===== src/rtl/mem_access_ctrl.sv =====
// MEM-stage data-memory access sequencer: issues req/gnt/rvalid transactions,
// stalls the front of the pipeline while busy, flags misaligned/timed-out accesses.
module mem_access_ctrl #(
    parameter int unsigned TIMEOUT = 16
) (
    input  logic        clk,
    input  logic        rst_n,
    input  logic        MEMvalid,
    input  logic [31:0] MEMaluOut,
    input  logic [31:0] MEMwritedata,
    input  logic        MEMmemWrite,
    input  logic        MEMmemtoReg,
    output logic        mem_req,
    output logic        mem_we,
    output logic [31:0] mem_addr,
    output logic [31:0] mem_wdata,
    input  logic        mem_gnt,
    input  logic        mem_rvalid,
    input  logic [31:0] mem_rdata,
    output logic [31:0] MEMreaddata,
    output logic        memStall,
    output logic        alignErr,
    output logic        busErr,
    output logic [31:0] stallCount
);

    typedef enum logic [1:0] {
        S_IDLE,
        S_REQ,
        S_RESP,
        S_DONE
    } state_t;

    localparam logic [7:0] LP_TLAST = 8'(TIMEOUT - 1);

    state_t      r_state;
    state_t      w_next;
    logic [7:0]  r_tcnt;
    logic        r_req;
    logic        r_we;
    logic [31:0] r_addr;
    logic [31:0] r_wdata;
    logic [31:0] r_rdata;
    logic        r_align_err;
    logic        r_bus_err;
    logic [31:0] r_stall_cnt;

    logic w_access;
    logic w_misalign;
    logic w_tmo;
    logic w_issue;
    logic w_align;
    logic w_capture;
    logic w_abort;
    logic w_stall;

    assign w_access   = MEMvalid & (MEMmemWrite | MEMmemtoReg);
    assign w_misalign = |MEMaluOut[1:0];
    assign w_tmo      = (r_tcnt == LP_TLAST);

    always_ff @(posedge clk or negedge rst_n) begin
        if (!rst_n) begin
            r_state <= S_IDLE;
        end else begin
            r_state <= w_next;
        end
    end

    // Completion in the last allowed cycle wins over the timeout abort.
    always_comb begin
        w_next    = r_state;
        w_stall   = 1'b0;
        w_issue   = 1'b0;
        w_align   = 1'b0;
        w_capture = 1'b0;
        w_abort   = 1'b0;
        unique case (r_state)
            S_IDLE: begin
                if (w_access) begin
                    w_stall = 1'b1;
                    if (w_misalign) begin
                        w_next  = S_DONE;
                        w_align = 1'b1;
                    end else begin
                        w_next  = S_REQ;
                        w_issue = 1'b1;
                    end
                end
            end
            S_REQ: begin
                w_stall = 1'b1;
                if (mem_gnt && (r_we || mem_rvalid)) begin
                    w_next    = S_DONE;
                    w_capture = !r_we;
                end else if (w_tmo) begin
                    w_next  = S_DONE;
                    w_abort = 1'b1;
                end else if (mem_gnt) begin
                    w_next = S_RESP;
                end
            end
            S_RESP: begin
                w_stall = 1'b1;
                if (mem_rvalid) begin
                    w_next    = S_DONE;
                    w_capture = 1'b1;
                end else if (w_tmo) begin
                    w_next  = S_DONE;
                    w_abort = 1'b1;
                end
            end
            S_DONE: begin
                w_next = S_IDLE;
            end
            default: begin
                w_next = S_IDLE;
            end
        endcase
    end

    always_ff @(posedge clk or negedge rst_n) begin
        if (!rst_n) begin
            r_tcnt <= 8'd0;
        end else if (w_issue) begin
            r_tcnt <= 8'd0;
        end else if (r_state == S_REQ || r_state == S_RESP) begin
            r_tcnt <= r_tcnt + 8'd1;
        end
    end

    always_ff @(posedge clk or negedge rst_n) begin
        if (!rst_n) begin
            r_req   <= 1'b0;
            r_we    <= 1'b0;
            r_addr  <= 32'd0;
            r_wdata <= 32'd0;
        end else begin
            r_req <= (w_next == S_REQ);
            if (w_issue) begin
                r_we    <= MEMmemWrite;
                r_addr  <= {MEMaluOut[31:2], 2'b00};
                r_wdata <= MEMwritedata;
            end
        end
    end

    always_ff @(posedge clk or negedge rst_n) begin
        if (!rst_n) begin
            r_rdata     <= 32'd0;
            r_align_err <= 1'b0;
            r_bus_err   <= 1'b0;
        end else begin
            r_align_err <= w_align;
            r_bus_err   <= w_abort;
            if (w_capture) begin
                r_rdata <= mem_rdata;
            end else if (w_abort) begin
                r_rdata <= 32'd0;
            end
        end
    end

    always_ff @(posedge clk or negedge rst_n) begin
        if (!rst_n) begin
            r_stall_cnt <= 32'd0;
        end else if (w_stall && (r_stall_cnt != 32'hFFFF_FFFF)) begin
            r_stall_cnt <= r_stall_cnt + 32'd1;
        end
    end

    assign mem_req     = r_req;
    assign mem_we      = r_we;
    assign mem_addr    = r_addr;
    assign mem_wdata   = r_wdata;
    assign MEMreaddata = r_rdata;
    assign memStall    = w_stall;
    assign alignErr    = r_align_err;
    assign busErr      = r_bus_err;
    assign stallCount  = r_stall_cnt;

endmodule


===== config.mk =====
export PLATFORM = sky130hd
export DESIGN_NAME = mem_access_ctrl
export DESIGN_NICKNAME = d
export VERILOG_FILES = /design/src/rtl/mem_access_ctrl.sv
export SDC_FILE = /design/constraint.sdc
export NUM_CORES = 1
export LEC_CHECK = 0
export CORE_MARGIN = 2
export CORE_UTILIZATION = 44
export CTS_CLUSTER_SIZE = 30
export DETAILED_ROUTE_END_ITERATION = 8
export HOLD_SLACK_MARGIN = 0.05
export PLACE_DENSITY = 0.79
export SYNTH_ARGS = -nofsm -noshare
export SYNTH_HDL_FRONTEND = slang
export SYNTH_SLANG_ARGS = --single-unit

===== constraint.sdc =====
create_clock -name clk -period 2.5 [get_ports clk]
set_input_delay 0.375 -clock clk [delete_from_list [all_inputs] [get_ports clk]]
set_output_delay 0.375 -clock clk [all_outputs]
set_load 0.05 [all_outputs]

==> results of run 1 <==
==> synth_stat cells, types with 5 or more instances <==
cell,count
buf_2,8
nor2_1,20
o21ai_0,36
nand2_1,79
nor3_1,6
dfrtp_1,140
inv_1,7
xor2_1,6
clkbuf_1,8
and3_1,14
ha_1,8
xnor2_1,28
nand3_1,14
and2_1,6
mux2_2,62
a21oi_1,5
nand4_1,18
==> cell type report <==
cell class | instances | area, µm² | share of cell area [%]
well taps | 176 | 220 | 2.37
flip-flops and latches | 140 | 3500 | 37.7
repair buffers | 245 | 2450 | 26.3
multi-input cells | 340 | 2380 | 25.6
clock buffers | 21 | 480 | 5.17
inverters | 8 | 30.0 | 0.323
clock inverters | 10 | 233 | 2.50
==> power by group <==
group          total [mW]  internal [mW]  switching, mW
clock network        3.00           2.08          0.921
registers            3.71           3.16          0.559
logic                6.50           2.30           4.20
total                13.2           7.53           5.68
==> per-stage QoR <==
step | instance area, µm² | total power [mW] | setup WS [ns]
after detailed placement | 8570 | 10.3 | 0.200
after CTS | 9290 | 13.3 | 0.0651
after global routing | 9300 | 13.8 | 0.0882
after global placement | 8570 | 10.1 | 0.244
after floorplan | 6000 | 7.91 | 0.253
final | 9300 | 13.2 | 0.198
==> cell families after synthesis <==
kind of cell    count (synthesis)  share of synthesized area [%]
simple gates                  174                           15.0
flops                         140                           58.4
mux                            67                           12.5
compound gates                 55                           5.28
xor+xnor                       34                           4.97
buf+inv                        28                           2.09
fa+ha+maj                       8                           1.67
other cells                     1                         0.0626
==> worst paths after layout <==
path / start / end / slack, ns
min: rst_n / mem_addr[2] / 0.49
max: r_state[0] / memStall / 0.20
max reg2reg: r_state[0] / MEMreaddata[27] / 0.36
max in group asynchronous: rst_n / MEMreaddata[31] / 1.31
min in group clk: stallCount[22] / stallCount[22] / 0.49
min reg2reg: stallCount[22] / stallCount[22] / 0.49
==> routing by layer <==
metal	GRT usage (%)	wire (µm)	share of wire (%)
met2	38.5	8390	53
met3	5.33	959	6.0
met5	0	0	0
met1	27.5	6310	40
met4	7.63	238	1.5
==> placed cells by master (no fill, tap or decap), types with 3 or more instances in the layout <==
| cell | netlist | routed |
|---|---|---|
| nor3_1 | 6 | 6 |
| nand4_1 | 18 | 18 |
| ha_1 | 8 | 8 |
| o211ai_1 | 3 | 3 |
| mux2_2 | 62 | 62 |
| a21oi_1 | 5 | 5 |
| and3_1 | 14 | 14 |
| mux2i_1 | 4 | 4 |
| buf_4 | 2 | 10 |
| xor2_1 | 6 | 6 |
| clkbuf_8 | 0 | 4 |
| clkdlybuf4s50_1 | 0 | 231 |
| nand2_1 | 79 | 79 |
| nor2_1 | 20 | 20 |
| and2_1 | 6 | 6 |
| clkbuf_16 | 0 | 17 |
| inv_1 | 7 | 7 |
| o21ai_0 | 36 | 35 |
| bufinv_16 | 0 | 7 |
| xnor2_1 | 28 | 28 |
| nand3_1 | 14 | 14 |
| dfrtp_1 | 140 | 140 |
==> what timing repair did <==
item / CTS / global route
hold buffers: 1 / 0
hold endpoints to repair: 56 / 0
resized for setup: 1 / 1
setup endpoints to repair: 1 / 1
buffers inserted: 0 / 0
==> registers in the layout (all words and copies together) (netlist names) <==
name / flops
MEMreaddata: 32
mem_wdata: 32
stallCount: 32
mem_addr: 30
r_tcnt: 8
r_state: 2
alignErr: 1
busErr: 1
mem_req: 1
mem_we: 1
==> impl_metrics.toml, run 1 <==
[outcome]
status = "finished clean"

[yosys]
post-synth-top-area-fraction_pct = 58.4
avgSynthCellArea_um2 = 11.8
synth.distinct_cells = 48
synthCells = 507
synth_edf_count = 0
synth_area_leaders = "dfrtp_1, mux2_2, nand2_1"
synth-async-reset-ratio_pct = 100
yosysSeqAreaShare_pct = 58.4
syn_area_mm2 = 0.00599
ys.warnings.count = 0
ys.flop_type = "dfrtp_1"
yosysTopAreaCell = "dfrtp_1"
ys_ff_latch = 140

[placed_design]
place.gp.congestion = 0.813
dpl.cell_count = 908
hpwl_um = 11700
portBuffers = 233

[routing]
drt-initial-drc-count = 282
route.detailed.drc = 0
postRouteAntennaNets = 0
routed_wl_um = 15900
firstDrtPassIters = 5
vias = 4747
viasPerCell = 5.05
post_drt_wl_per_cell_um = 16.9

[clocking]
cts.clk_slew.worst_paths_ns = 0.06
cts.path.max_buffers = 2
clk_latency_ns = 0.41
htreeDepth = 4
cts_buffers = 17
clkSinkCount = 140
cts-root-buf = "clkbuf_16"
cts_tree = "done"

[global_route]
grt_pass1_wl_um = 25100
track_usage_pct = 22.3
grt_max_degree = 73
grt_overflow_total = 0
antenna_found_initial = 0
grt_pass1_vias = 4741

[critical_path]
max_stage_delay_ns = 0.43
worst-path-max-fanout = 9
crit_type = "flip-flop to primary output"
crit_family = "buffers and inverters"
cp-start-kind = "flip-flop"
path_buf_inv = 3
worstSetupPathDepth = 6
crit_arrival_ns = 1.93
crit_slowest_cell = "dfrtp_1"
end_kind = "primary output"
crit_chain = "inv_1, ha_1, o211a_1, o21ai_2, inv_2, buf_4"
required_ns = 2.12
rr_worst_depth = 7

[job]
drv_cap = 0

[timing]
worstMarginPinSlew_ns = 0.630
hold_violations = 0
holdWs_ns = 0.488
min_period_ns = 2.30
fin_crit_sh_pct = 92.1
rsz0062_at_grt = "no"
fin_worst_skew_ns = 0.00722
maxSlewViolCount = 0
max_freq_mhz = 434
final.setup.tns_ns = 0
relSlewSlack_pct = 57.9
finalSetupViolations = 0

[die]
initial_core_util_pct = 45.1
die_w_um = 121
rows = 42
die_h_um = 121
ios = 236
core_area_mm2 = 0.0133
die_area_mm2 = 0.0146

[layout]
stdcell_count = 940
nNetsFinal = 863
drive_gt1_share_pct = 15.2
syn_to_final_growth_pct = 55.1
final_util_pct = 69.9
n_fill_cell = 924
n_antenna_cell = 0

[power]
powerDensity_mw_per_mm2 = 1420
ir_drop_mv = 0.946
power.leakage_nw = 3.98

[min_path]
hold_path_class = "primary input to async pin"
(Power assumes the default switching activity.)
==> inputs of run 2 (changes only) <==
--- a/config.mk
+++ b/config.mk
@@ -5,7 +5,7 @@
 export SDC_FILE = /design/constraint.sdc
 export NUM_CORES = 1
 export LEC_CHECK = 0
-export CORE_MARGIN = 2
+export CORE_MARGIN = 5
 export CORE_UTILIZATION = 44
 export CTS_CLUSTER_SIZE = 30
 export DETAILED_ROUTE_END_ITERATION = 8
==> run 2 against run 1 <==
Against the previous run:
- clock-buffer cell count is 6 higher
- die area is 10% higher
- clock power down 15%
- wire length increased by 1.2%
- setup slack got worse by 0.073 ns
- clock skew increased by 0.0016 ns
- largest cell class unchanged
- power decreased by 3.7%
- fmax fell by 3.1%
==> impl_metrics.toml, run 2 (synthesis gave the netlist of run 1 again) <==
[outcome]
status = "finished clean"

[timing]
rsz0062_at_grt = "no"
finalSetupViolations = 0
fin_ws_ns = 0.124
max_freq_mhz = 421
maxSlewViolCount = 0
worstMarginPinSlew_ns = 0.984
fin_crit_sh_pct = 95.0
fin_worst_skew_ns = 0.00882
final.setup.tns_ns = 0
relSlewSlack_pct = 34.4
min_period_ns = 2.38
hold_violations = 0

[clocking]
htreeDepth = 4
cts-root-buf = "clkbuf_16"
clk_latency_ns = 0.41
cts_setup_buffers = 0
cts.path.max_buffers = 2
cts_buffers = 17
cts_tree = "done"
cts.clk_slew.worst_paths_ns = 0.06
clkSinkCount = 140

[critical_path]
crit_slowest_cell = "dfrtp_1"
r2r-start = "r_state[0]"
crit_arrival_ns = 2.00
worst-path-max-fanout = 9
cp-startpoint = "r_state[0]"
required_ns = 2.12
end_kind = "primary output"
cp-start-kind = "flip-flop"
crit_chain = "inv_1, ha_1, o211a_1, o21ai_1, inv_2, buf_4"
max_stage_delay_ns = 0.42
crit_type = "flip-flop to primary output"

[routing]
postRouteAntennaNets = 0
firstDrtPassIters = 4
routed_wl_um = 16100
drt-initial-drc-count = 266
viasPerCell = 5.13
post_drt_wl_per_cell_um = 17.1
vias = 4818
route.detailed.drc = 0

[die]
ios = 236
rows = 42
die_area_mm2 = 0.0161
die_h_um = 127
core_area_mm2 = 0.0133
initial_core_util_pct = 45.1
die_w_um = 127

[global_route]
grt_pass1_wl_um = 26100
track_usage_pct = 20.2
grt_max_degree = 71
antenna_found_initial = 0
grt_overflow_total = 0
grt_pass1_vias = 5021

[placed_design]
place_ws_ns = 0.159
place.gp.congestion = 0.867
portBuffers = 233
hpwl_um = 11900

[layout]
nNetsFinal = 861
layout_common_cells = "clkdlybuf4s50_1, dfrtp_1, nand2_1"
layout_commonest_cell = "clkdlybuf4s50_1"
syn_to_final_growth_pct = 53.0
n_antenna_cell = 0
drive_gt1_share_pct = 14.5

[power]
powerDensity_mw_per_mm2 = 1390
power.leakage_nw = 3.92
ir_drop_mv = 0.964

[job]
drv_cap = 0

[min_path]
hold_path_class = "primary input to async pin"
run 2: cell types whose count changed in the layout (fill, tap and decap cells not counted), sizes merged:
cell	previous run	this run
clkbuf	21	27
bufinv	7	2
buf	13	11
clkinvlp	0	1
inv	9	8
run 2: cell type report:
cell class,count,area [µm²]
inverters,8,30.0
multi-input cells,340,2380
well taps,176,220
repair buffers,243,2430
clock inverters,5,77.6
clock buffers,27,533
fillers,983,4120
flip-flops and latches,140,3500
run 2: worst paths after layout:
check	end	slack [ns]	depth (start not counted)
worst max-delay path	memStall	0.12	6
worst min-delay path	mem_addr[4]	0.46	2
worst max register to register	MEMreaddata[12]	0.23	6
worst min register to register	stallCount[5]	0.50	1
max in group asynchronous	r_tcnt[0]	1.33	3
min in group clk	stallCount[5]	0.50	1
run 2: through the flow:
step | instances | power, mW | cell area (µm²) | hold WS, ns | util, %
final | 939 | 12.7 | 9170 | 0.459 | 69.0
after detailed placement | 906 | 10.3 | 8550 | 0.334 | 64.3
after global routing | 939 | 13.3 | 9170 | 0.504 | 69.0
after global placement | 906 | 10.1 | 8550 | 0.328 | 64.3
after CTS | 939 | 12.8 | 9170 | 0.462 | 69.0
after floorplan | 508 | 7.91 | 6000 | 0.0794 | -
run 2: report_power, final:
part / internal, mW / switching [mW] / leakage [nW]
Sequential: 3.16 / 0.553 / 1.76
Combinational: 2.29 / 4.18 / 1.85
Clock: 1.65 / 0.885 / 0.300
Total: 7.10 / 5.62 / 3.92
run 2: metal layers:
layer / vias up / wire length, µm / track usage [%]
met3: 35 / 1090 / 5.42
met5: - / 0 / 0
met2: 187 / 8120 / 33.9
met1: 2349 / 6430 / 24.5
met4: 0 / 446 / 9.15
li1: 2247 / - / -
run 2: repair_timing:
action,4_1_cts,5_1_grt
gates resized for setup,1,0
hold buffers,1,0
endpoints found under the setup margin,1,0
endpoints found under the hold margin,44,0
run 2: worst max-delay path, delay by kind of cell, from the launching register on:
family	cells	cell delay (ns)
buf+inv	3	0.49
fa+ha+maj	1	0.24
flops	1	0.42
compound gates	2	0.44
